$ cat config.mk
export PLATFORM = sky130hd
export DESIGN_NAME = arc_plotter_flat
export DESIGN_NICKNAME = d
export VERILOG_FILES = /design/src/rtl/arc_plotter_if.sv /design/src/rtl/arc_plotter.sv /design/src/flat_wrapper.sv
export SDC_FILE = /design/constraint.sdc
export NUM_CORES = 1
export LEC_CHECK = 0
export CAP_MARGIN = 20
export CORE_MARGIN = 2
export CORE_UTILIZATION = 55
export CTS_BUF_LIST = sky130_fd_sc_hd__clkbuf_4 sky130_fd_sc_hd__clkbuf_8 sky130_fd_sc_hd__clkbuf_16
export DETAILED_ROUTE_END_ITERATION = 10
export PLACE_DENSITY = 0.81
export SKIP_LAST_GASP = 1
export SLEW_MARGIN = 10
export SYNTH_ARGS = -nofsm -noshare
export SYNTH_HDL_FRONTEND = slang
export SYNTH_SLANG_ARGS = --single-unit
$ cat constraint.sdc
create_clock -name clk -period 13.21 [get_ports clk]
set_input_delay 2.642 -clock clk [delete_from_list [all_inputs] [get_ports clk]]
set_output_delay 2.642 -clock clk [all_outputs]
set_load 0.005 [all_outputs]
$ cat src/rtl/arc_plotter_if.sv
// Pixel bus between an arc engine and the shared VGA adapter.
// The master drives the pixel and its valid flag; the slave answers with ready.
interface arc_plotter_if #(
    parameter int XW = 8,
    parameter int YW = 7,
    parameter int CW = 3
) ();
    logic [XW-1:0] vga_x;
    logic [YW-1:0] vga_y;
    logic [CW-1:0] vga_colour;
    logic          vga_plot;
    logic          vga_ready;

    modport master (
        output vga_x, vga_y, vga_colour, vga_plot,
        input  vga_ready
    );

    modport slave (
        input  vga_x, vga_y, vga_colour, vga_plot,
        output vga_ready
    );
endinterface

$ cat src/rtl/arc_plotter.sv
// Midpoint-circle arc engine with octant masking, clipping, optional pre-clear
// sweep and ready/plot backpressure on the VGA pixel bus.
module arc_plotter #(
    parameter int SCREEN_W = 160,
    parameter int SCREEN_H = 120,
    parameter int XW       = 8,
    parameter int YW       = 7,
    parameter int CW       = 3
) (
    input  logic          clk,
    input  logic          rst,
    input  logic          start,
    output logic          done,
    input  logic [XW-1:0] centre_x,
    input  logic [YW-1:0] centre_y,
    input  logic [XW-1:0] radius,
    input  logic [CW-1:0] colour,
    input  logic [7:0]    octant_mask,
    input  logic          clear_first,
    arc_plotter_if.master vga
);
    localparam int PW  = ((XW > YW) ? XW : YW) + 2;
    localparam int CRW = XW + 3;

    typedef logic signed [PW-1:0]  coord_t;
    typedef logic signed [CRW-1:0] crit_t;

    localparam coord_t        X_LIM  = coord_t'(SCREEN_W);
    localparam coord_t        Y_LIM  = coord_t'(SCREEN_H);
    localparam logic [XW-1:0] X_LAST = XW'(SCREEN_W - 1);
    localparam logic [YW-1:0] Y_LAST = YW'(SCREEN_H - 1);

    typedef enum logic [2:0] {S_IDLE, S_CLEAR, S_INIT, S_PLOT, S_DONE} state_t;

    state_t        state_q, state_d;
    logic [2:0]    slot_q, slot_d;
    coord_t        ox_q, ox_d, oy_q, oy_d;
    crit_t         crit_q, crit_d;
    logic [XW-1:0] cx_q, cx_d;
    logic [YW-1:0] cy_q, cy_d;
    logic [CW-1:0] col_q, col_d;
    logic [7:0]    mask_q, mask_d;
    logic [XW-1:0] clr_x_q, clr_x_d;
    logic [YW-1:0] clr_y_q, clr_y_d;
    logic [XW-1:0] x_q, x_d;
    logic [YW-1:0] y_q, y_d;
    logic [CW-1:0] c_q, c_d;
    logic          plot_q, plot_d;
    logic          done_q, done_d;

    logic   stall;
    coord_t oy_inc, ox_dec, cxs, cys, px, py;
    logic   live;

    assign stall  = plot_q & ~vga.vga_ready;
    assign oy_inc = oy_q + coord_t'(1);
    assign ox_dec = ox_q - coord_t'(1);

    always_comb begin
        state_d = state_q;
        slot_d  = slot_q;
        ox_d    = ox_q;
        oy_d    = oy_q;
        crit_d  = crit_q;
        cx_d    = cx_q;
        cy_d    = cy_q;
        col_d   = col_q;
        mask_d  = mask_q;
        clr_x_d = clr_x_q;
        clr_y_d = clr_y_q;

        unique case (state_q)
            S_IDLE: begin
                if (start) begin
                    cx_d    = centre_x;
                    cy_d    = centre_y;
                    col_d   = colour;
                    mask_d  = octant_mask;
                    ox_d    = coord_t'(radius);
                    oy_d    = '0;
                    crit_d  = crit_t'(1) - crit_t'(radius);
                    clr_x_d = '0;
                    clr_y_d = '0;
                    state_d = clear_first ? S_CLEAR : S_INIT;
                end
            end
            S_CLEAR: begin
                if (!stall) begin
                    if (clr_y_q == Y_LAST) begin
                        clr_y_d = '0;
                        if (clr_x_q == X_LAST) state_d = S_INIT;
                        else                   clr_x_d = clr_x_q + 1'b1;
                    end else begin
                        clr_y_d = clr_y_q + 1'b1;
                    end
                end
            end
            S_INIT: begin
                slot_d  = '0;
                state_d = S_PLOT;
            end
            S_PLOT: begin
                if (!stall) begin
                    if (slot_q == 3'd7) begin
                        // Exit test uses the post-update ox/oy.
                        oy_d   = oy_inc;
                        slot_d = '0;
                        if (crit_q[CRW-1] || crit_q == '0) begin
                            crit_d = crit_q + crit_t'(2 * int'(oy_inc) + 1);
                            if (oy_inc > ox_q) state_d = S_DONE;
                        end else begin
                            ox_d   = ox_dec;
                            crit_d = crit_q + crit_t'(2 * (int'(oy_inc) - int'(ox_dec)) + 1);
                            if (oy_inc > ox_dec) state_d = S_DONE;
                        end
                    end else begin
                        slot_d = slot_q + 3'd1;
                    end
                end
            end
            S_DONE: begin
                if (!start) state_d = S_IDLE;
            end
            default: state_d = S_IDLE;
        endcase
    end

    // Outputs are computed from the next state so they register in step with it.
    always_comb begin
        cxs = coord_t'(cx_d);
        cys = coord_t'(cy_d);
        px  = cxs;
        py  = cys;
        unique case (slot_d)
            3'd0: begin px = cxs + ox_d; py = cys + oy_d; end
            3'd1: begin px = cxs + oy_d; py = cys + ox_d; end
            3'd2: begin px = cxs - oy_d; py = cys + ox_d; end
            3'd3: begin px = cxs - ox_d; py = cys + oy_d; end
            3'd4: begin px = cxs - ox_d; py = cys - oy_d; end
            3'd5: begin px = cxs - oy_d; py = cys - ox_d; end
            3'd6: begin px = cxs + oy_d; py = cys - ox_d; end
            default: begin px = cxs + ox_d; py = cys - oy_d; end
        endcase
        live = mask_d[slot_d] && !px[PW-1] && (px < X_LIM) && !py[PW-1] && (py < Y_LIM);

        x_d    = x_q;
        y_d    = y_q;
        c_d    = c_q;
        plot_d = 1'b0;
        done_d = (state_d == S_DONE);
        if (state_d == S_CLEAR) begin
            plot_d = 1'b1;
            x_d    = clr_x_d;
            y_d    = clr_y_d;
            c_d    = '0;
        end else if (state_d == S_PLOT) begin
            plot_d = live;
            x_d    = px[XW-1:0];
            y_d    = py[YW-1:0];
            c_d    = col_d;
        end
    end

    always_ff @(posedge clk) begin
        if (rst) begin
            state_q <= S_IDLE;
            slot_q  <= '0;
            ox_q    <= '0;
            oy_q    <= '0;
            crit_q  <= '0;
            cx_q    <= '0;
            cy_q    <= '0;
            col_q   <= '0;
            mask_q  <= '0;
            clr_x_q <= '0;
            clr_y_q <= '0;
            x_q     <= '0;
            y_q     <= '0;
            c_q     <= '0;
            plot_q  <= 1'b0;
            done_q  <= 1'b0;
        end else begin
            state_q <= state_d;
            slot_q  <= slot_d;
            ox_q    <= ox_d;
            oy_q    <= oy_d;
            crit_q  <= crit_d;
            cx_q    <= cx_d;
            cy_q    <= cy_d;
            col_q   <= col_d;
            mask_q  <= mask_d;
            clr_x_q <= clr_x_d;
            clr_y_q <= clr_y_d;
            x_q     <= x_d;
            y_q     <= y_d;
            c_q     <= c_d;
            plot_q  <= plot_d;
            done_q  <= done_d;
        end
    end

    assign done           = done_q;
    assign vga.vga_x      = x_q;
    assign vga.vga_y      = y_q;
    assign vga.vga_colour = c_q;
    assign vga.vga_plot   = plot_q;
endmodule

$ cat src/flat_wrapper.sv
// flat-port wrapper written by rule: the top's interface ports become plain ports
module arc_plotter_flat 
#(
    parameter int SCREEN_W = 160,
    parameter int SCREEN_H = 120,
    parameter int XW       = 8,
    parameter int YW       = 7,
    parameter int CW       = 3
)
  (clk, rst, start, done, centre_x, centre_y, radius, colour, octant_mask, clear_first, vga_vga_x, vga_vga_y, vga_vga_colour, vga_vga_plot, vga_vga_ready);
  arc_plotter_if #(.XW(XW), .YW(YW), .CW(CW)) vga_i ();
  input  logic clk;
  input  logic rst;
  input  logic start;
  output logic done;
  input  logic [XW-1:0] centre_x;
  input  logic [YW-1:0] centre_y;
  input  logic [XW-1:0] radius;
  input  logic [CW-1:0] colour;
  input  logic [7:0] octant_mask;
  input  logic clear_first;
  output wire logic [$bits(vga_i.vga_x)-1:0] vga_vga_x;
  output wire logic [$bits(vga_i.vga_y)-1:0] vga_vga_y;
  output wire logic [$bits(vga_i.vga_colour)-1:0] vga_vga_colour;
  output wire logic [$bits(vga_i.vga_plot)-1:0] vga_vga_plot;
  input wire logic [$bits(vga_i.vga_ready)-1:0] vga_vga_ready;
  assign vga_vga_x = vga_i.vga_x;
  assign vga_vga_y = vga_i.vga_y;
  assign vga_vga_colour = vga_i.vga_colour;
  assign vga_vga_plot = vga_i.vga_plot;
  assign vga_i.vga_ready = vga_vga_ready;
  arc_plotter #(.SCREEN_W(SCREEN_W), .SCREEN_H(SCREEN_H), .XW(XW), .YW(YW), .CW(CW)) u_core (.clk(clk), .rst(rst), .start(start), .done(done), .centre_x(centre_x), .centre_y(centre_y), .radius(radius), .colour(colour), .octant_mask(octant_mask), .clear_first(clear_first), .vga(vga_i));
endmodule
==> Word-level counts from Yosys, hierarchy flattened <==
Index checks and enable logic that the tools add are counted.
{ "totals": {"regBits": 98, "inputBits": 39, "out_inout_bits": 20, "wordCells": 137} }
{ "op_classes": {"n_addsub": 19, "n_lt_le_gt_ge": 5, "eq_ne": 19, "mux": 56, "bitwise": 2, "reduce_logical": 20} }
{ "ops": {"columns": ["cell", "n"], "rows": [
  ["$mux W8", 10],
  ["$mux W10", 7],
  ["$pmux W10 S3", 2],
  ["$mux W7", 7],
  ["$mux W11", 4],
  ["$mux W3", 14],
  ["$pmux W10 S2", 2],
  ["$add A11 B11 Y11", 2],
  ["$add A11 B2 Y11 const B", 2],
  ["$pmux W11 S2", 1],
  ["$add A8 B10 Y10", 2],
  ["$add A9 B10 Y10", 2],
  ["$gt A10 B10 Y1", 2],
  ["$sub A8 B10 Y10", 2],
  ["$sub A9 B10 Y10", 2],
  ["$eq A3 B3 Y1 const B", 6],
  ["$pmux W8 S2", 1],
  ["$eq A3 B2 Y1 const B", 5],
  ["$pmux W3 S5", 1],
  ["$pmux W7 S2", 1],
  ["$reduce_or A2 Y1", 7],
  ["$logic_not A11 Y1", 1],
  ["$add A10 B2 Y10 const B", 1],
  ["$lt A10 B8 Y1 const B", 1],
  ["other kinds (25)", 36]
]} }

==> Depth between registers and ports, before layout <==
{ "logic_depth": {"ltp_word": 15, "mapped_depth": 27, "mapped_depth_nobuf": 27} }

==> Worst setup path before layout <==
OpenSTA, ideal clock, no wires.
{ "synth_path": {"path_kind": "in2reg", "start": "input start", "end": "register u_core.plot_q, in the netlist u_core.vga.vga_plot", "setup_time_ns": 0.091, "t_arrival_ns": 7.035, "required_time_ns": 13.119, "setup_slack_ns": 6.084, "stages": 19, "path_buffers": 3, "cell_sequence": "nor4b_2 buf_2 buf_2 buf_1 a221oi_1 ha_1 a221oi_1 o31ai_1 fa_1 a21o_1 a21oi_1 o21bai_1 a21oi_1 xnor2_1 a21oi_1 nor2_1 nand3b_1 or4_1 a311oi_1"} }
{ "synth_via": {"elab_chain_cells": 11, "elab_cells_between_ends": 37, "cone_classes": "add/sub: 8; order compare: 2; eq/ne: 2; mux: 19; reduce/logical: 6"} }
{ "synth_rtl": {"columns": ["item", "line", "text"], "rows": [
  ["start, declared", "flat_wrapper.sv:14", "input logic start;"],
  ["branches (longest 10 deep; another with $add A9 B10 Y10)", null, null],
  ["$mux W1 *", "arc_plotter.sv:151", "if (state_d == S_CLEAR) begin"],
  ["end signal, assigned", "arc_plotter.sv:197", "plot_q <= plot_d;"],
  ["end, declared", "arc_plotter.sv:48", "logic plot_q, plot_d;"]
]} }
Mark *: on every way between the ends. The select of a mux whose other input is x is not followed.
A chain may end at the register's enable or synchronous reset.

==> Worst setup path after layout <==
{ "layout_path": {"start": "input vga_vga_ready", "end": "register u_core.plot_q, in the netlist u_core.vga.vga_plot"} }
{ "layout_via": {"elab_chain_cells": 14, "elab_cells_between_ends": 48, "cone_classes": "add/sub: 8; order compare: 2; eq/ne: 8; mux: 15; bitwise: 2; reduce/logical: 13"} }
{ "layout_rtl": {"columns": ["item", "line", "text"], "rows": [
  ["start, declared", "flat_wrapper.sv:26", "input wire logic [$bits(vga_i.vga_ready)-1:0] vga_vga_ready;"],
  ["$not A1 Y1 *", "arc_plotter.sv:55", "assign stall = plot_q & ~vga.vga_ready;"],
  ["$and A1 B1 Y1 *", "arc_plotter.sv:55", null],
  ["branches (longest 11 deep; another with $add A9 B10 Y10)", null, null],
  ["$mux W1 *", "arc_plotter.sv:151", null]
]} }
Marks and branches as above.

==> out/metrics.csv <==
metric;value;unit
syn-cell-area;0.00838;mm²
io_buffers;58;
viasPerCell;6.38;
min_delay_worst_endpoint;u_core.cx_q[2]$_SDFF_PP0_;
r2r_setup_slack;7.32;ns
nets;1271;
path_buf_inv;1;
yosys.area_share.simple;0.263;
end_kind;flip-flop;
drv_cap;0;
wl_per_cell;18.7;µm
ys_types;82;
ir_drop;0.0000764;V
route.vias.total;8662;
max_freq;0.124;GHz
p_per_area;102;mW/mm²
start_util;0.557;
cts_repair_resize_count;0;
yosys.area_share.adder;0.105;
path_max_fanout;20;
dr.first_iter.drc_count;891;
synthFlopType;dfxtp_1;
synth-edff-count;0;
syn_inst;1139;
cts_made_buffers;9;
use_met1;0.383;
drv_slew;0;
setup_viol;0;
ys_seq_area_frac;0.234;
synth_warnings;0;
gr-usage-met3;0.0486;
syn2layout_area_growth;11.9;%
syn_area_per_cell;7.35;µm²
path_clk_slew;0.07;ns
grt_pass1_wl;40700;µm
synth_compound_area_frac;0.256;
leakagePower;3.72;nW
async_reset_ff_frac;0;
fin_util;0.623;
gp_congestion;0.985;
min_from;u_core.cx_q[2]$_SDFF_PP0_;
h-tree-depth;3;
drt_wl_total;25400;µm
worstHoldPathType;reg -> reg;
synth_fp_nets;1245;
grt_max_degree;86;
synthMuxAreaShare;0.0358;
n_fill_cell;1362;
core_area;0.0150;mm²
slowest_stage;nand2b_1;
fin_tns_setup;0;ns
worstMarginPinSlew;1.07;ns
first_pass_iters;6;
cpPeakStageDelay;0.65;ns
status;finished clean;
clock_path_buffers;2;
top_usage_layer;met2;
die_w;127;µm
grt_remaining_overflow;0;
grt_use_total;0.311;
cts_tree;done;
rsz0062_at_grt;false;
holdBufCountCts;0;
antenna_found_initial;0;
insertion_delay;0.36;ns
ys_seq_elements;98;
reg2regPathDepth;19;
postCtsSetupRepairBufs;0;
synth_top_family_by_area;simple AND/OR/NAND/NOR gates;
whs_path_depth;2;
start_kind;primary input;
ant_nets;0;
io-pin-count;59;
r2r-start;u_core.state_q[0]$_SDFF_PP0_;
dpl.hpwl;19000;µm
crit_family;simple AND/OR/NAND/NOR gates;
hold_viol;0;
antennaDiodeCount;0;
cts-root-buf;clkbuf_16;
fin_skew;0.0119;ns
crit_chain;clkdlybuf4s50_1 > nand2b_1 > a2bb2oi_1 > and2_1 > nor2_1 > or2_2 > nor2_1 > a31oi_1 > o21ai_0 > a21oi_1 > nor2_1 > ha_1 > a21o_1 > a21oi_1 > o21bai_1 > a21oi_1 > xnor2_1 > a21oi_1 > nor2_1 > nand3b_1 > or4_1 > a311oi_1;
die_h;127;µm
dieArea;0.0162;mm²
worstPathRequired;13.47;ns
drcViolationCount;0;
row_count;45;
path_class;in -> reg;
drive_gt1_frac;0.0547;
relSlewSlack;0.284;
cts_sinks;98;
synth_xor_area_frac;0.0617;
cp.arrival;8.32;ns
period_share;0.610;
grt_pass1_vias;8118;
rr_endpoint;u_core.vga.vga_plot$_SDFF_PP0_;
post-route-min-period;8.06;ns
met2_usage;0.527;
cell usage after synthesis (all sizes together), types with 18 or more instances:
master / n / area (µm²)
nor2: 166 / 623
o211ai: 18 / 135
dfxtp: 98 / 1960
ha: 62 / 776
mux2i: 22 / 233
buf: 20 / 97.6
xnor2: 44 / 385
nand3: 33 / 170
nand2: 144 / 543
clkbuf: 36 / 136
inv: 37 / 139
nor3: 32 / 175
nand4: 18 / 119
a21oi: 94 / 470
o21ai: 61 / 305
layout by cell type (no fill, tap or decap), drive strengths merged, types with 5 or more instances in the layout:
cell type | synthesis | routed
clkbuf | 36 | 9
nand2 | 144 | 144
a311oi | 10 | 10
nand4 | 18 | 18
o31ai | 5 | 5
dfxtp | 98 | 98
o211ai | 18 | 18
or3 | 13 | 13
o21bai | 9 | 9
nor2 | 166 | 166
o21ai | 61 | 61
nor2b | 14 | 14
mux2i | 22 | 22
a211oi | 12 | 12
a31oi | 14 | 14
inv | 37 | 41
buf | 20 | 14
xnor2 | 44 | 44
nor3 | 32 | 32
a221oi | 12 | 12
o311ai | 5 | 5
clkdlybuf4s50 | 0 | 57
nand2b | 9 | 9
a21o | 15 | 15
nand3 | 33 | 33
a22oi | 10 | 10
xor2 | 15 | 15
o22ai | 6 | 6
fa | 5 | 5
or2 | 6 | 6
ha | 62 | 62
nor4 | 10 | 10
and2 | 7 | 7
a21oi | 94 | 94
o21a | 7 | 7
mux2 | 6 | 6
cell families after synthesis:
kind of cell	after synthesis
AND/OR/NAND/NOR	473
AO/OA/AOI/OAI	321
flip-flops	98
buffers and inverters	93
adder cells (fa/ha/maj)	67
XOR/XNOR	59
multiplexers	28
worst max-delay path by stage:
stage | start | endpoint | slack, ns | depth (start not counted)
after global placement | vga_vga_ready | u_core.vga.vga_plot$_SDFF_PP0_ | 4.93 | 22
after CTS | vga_vga_ready | u_core.vga.vga_plot$_SDFF_PP0_ | 5.15 | 22
final | vga_vga_ready | u_core.vga.vga_plot$_SDFF_PP0_ | 5.15 | 22
after floorplan | start | u_core.vga.vga_plot$_SDFF_PP0_ | 6.08 | 19
after detailed placement | vga_vga_ready | u_core.vga.vga_plot$_SDFF_PP0_ | 4.81 | 22
after global routing | vga_vga_ready | u_core.vga.vga_plot$_SDFF_PP0_ | 4.77 | 22
area by class of cell:
| cell class | count | area, µm² | share of cell area |
|---|---|---|---|
| inverter | 37 | 139 | 0.0148 |
| tap | 188 | 235 | 0.0251 |
| multi-input combinational | 948 | 6060 | 0.646 |
| clock inverter | 7 | 81.3 | 0.00868 |
| sequential | 98 | 1960 | 0.209 |
| timing repair buffer | 71 | 674 | 0.0720 |
| clock buffer | 9 | 225 | 0.0240 |
sequential cells by signal, summed over array words and instances, names as in the netlist:
name / cells
u_core.clr_x_q: 8
u_core.ox_q: 10
u_core.mask_q: 8
u_core.vga.vga_x: 8
u_core.slot_q: 3
u_core.state_q: 3
u_core.clr_y_q: 7
u_core.crit_q: 11
u_core.cy_q: 7
u_core.vga.vga_y: 7
u_core.vga.vga_colour: 3
u_core.col_q: 3
u_core.done: 1
u_core.vga.vga_plot: 1
u_core.oy_q: 10
u_core.cx_q: 8
stage by stage:
step	setup slack, ns	hold WS, ns	cells	area (µm²)	power, mW
floorplan	6.08	0.444	1139	8380	0.584
global placement	4.93	0.450	1340	9050	0.675
detailed placement	4.81	0.457	1340	9050	0.681
CTS	5.15	0.467	1356	9360	0.955
global route	4.77	0.485	1358	9370	1.01
finish	5.15	0.465	1358	9370	0.956
report_power, final:
| part | total (mW) | internal [mW] | switching [mW] |
|---|---|---|---|
| combinational | 0.351 | 0.144 | 0.208 |
| clock | 0.275 | 0.136 | 0.139 |
| sequential | 0.329 | 0.313 | 0.0166 |
| total | 0.956 | 0.592 | 0.364 |
worst reg2reg max path: stages, from the launching register on:
cell      delay, ns
dfxtp_1        0.73
nand2_1        0.31
nor3_2         0.53
a21oi_1        0.37
a221oi_1       0.67
ha_1           0.37
nor3b_1        0.38
nand2_1        0.19
a32oi_1        0.21
o21ai_0        0.12
ha_1           0.38
o21ai_0        0.13
a21oi_1        0.18
a211oi_1       0.08
nand4_1        0.15
nand4_1        0.10
nor2_1         0.15
nand3b_1       0.08
or4_1          0.40
a311oi_1       0.26
per-layer routing:
layer / routed length, µm / vias up
met1: 10500 / 4011
met4: 1090 / 0
met3: 1740 / 81
met5: 0 / -
li1: - / 4198
met2: 12000 / 372
No activity file was read; power rests on OpenSTA's default activity.
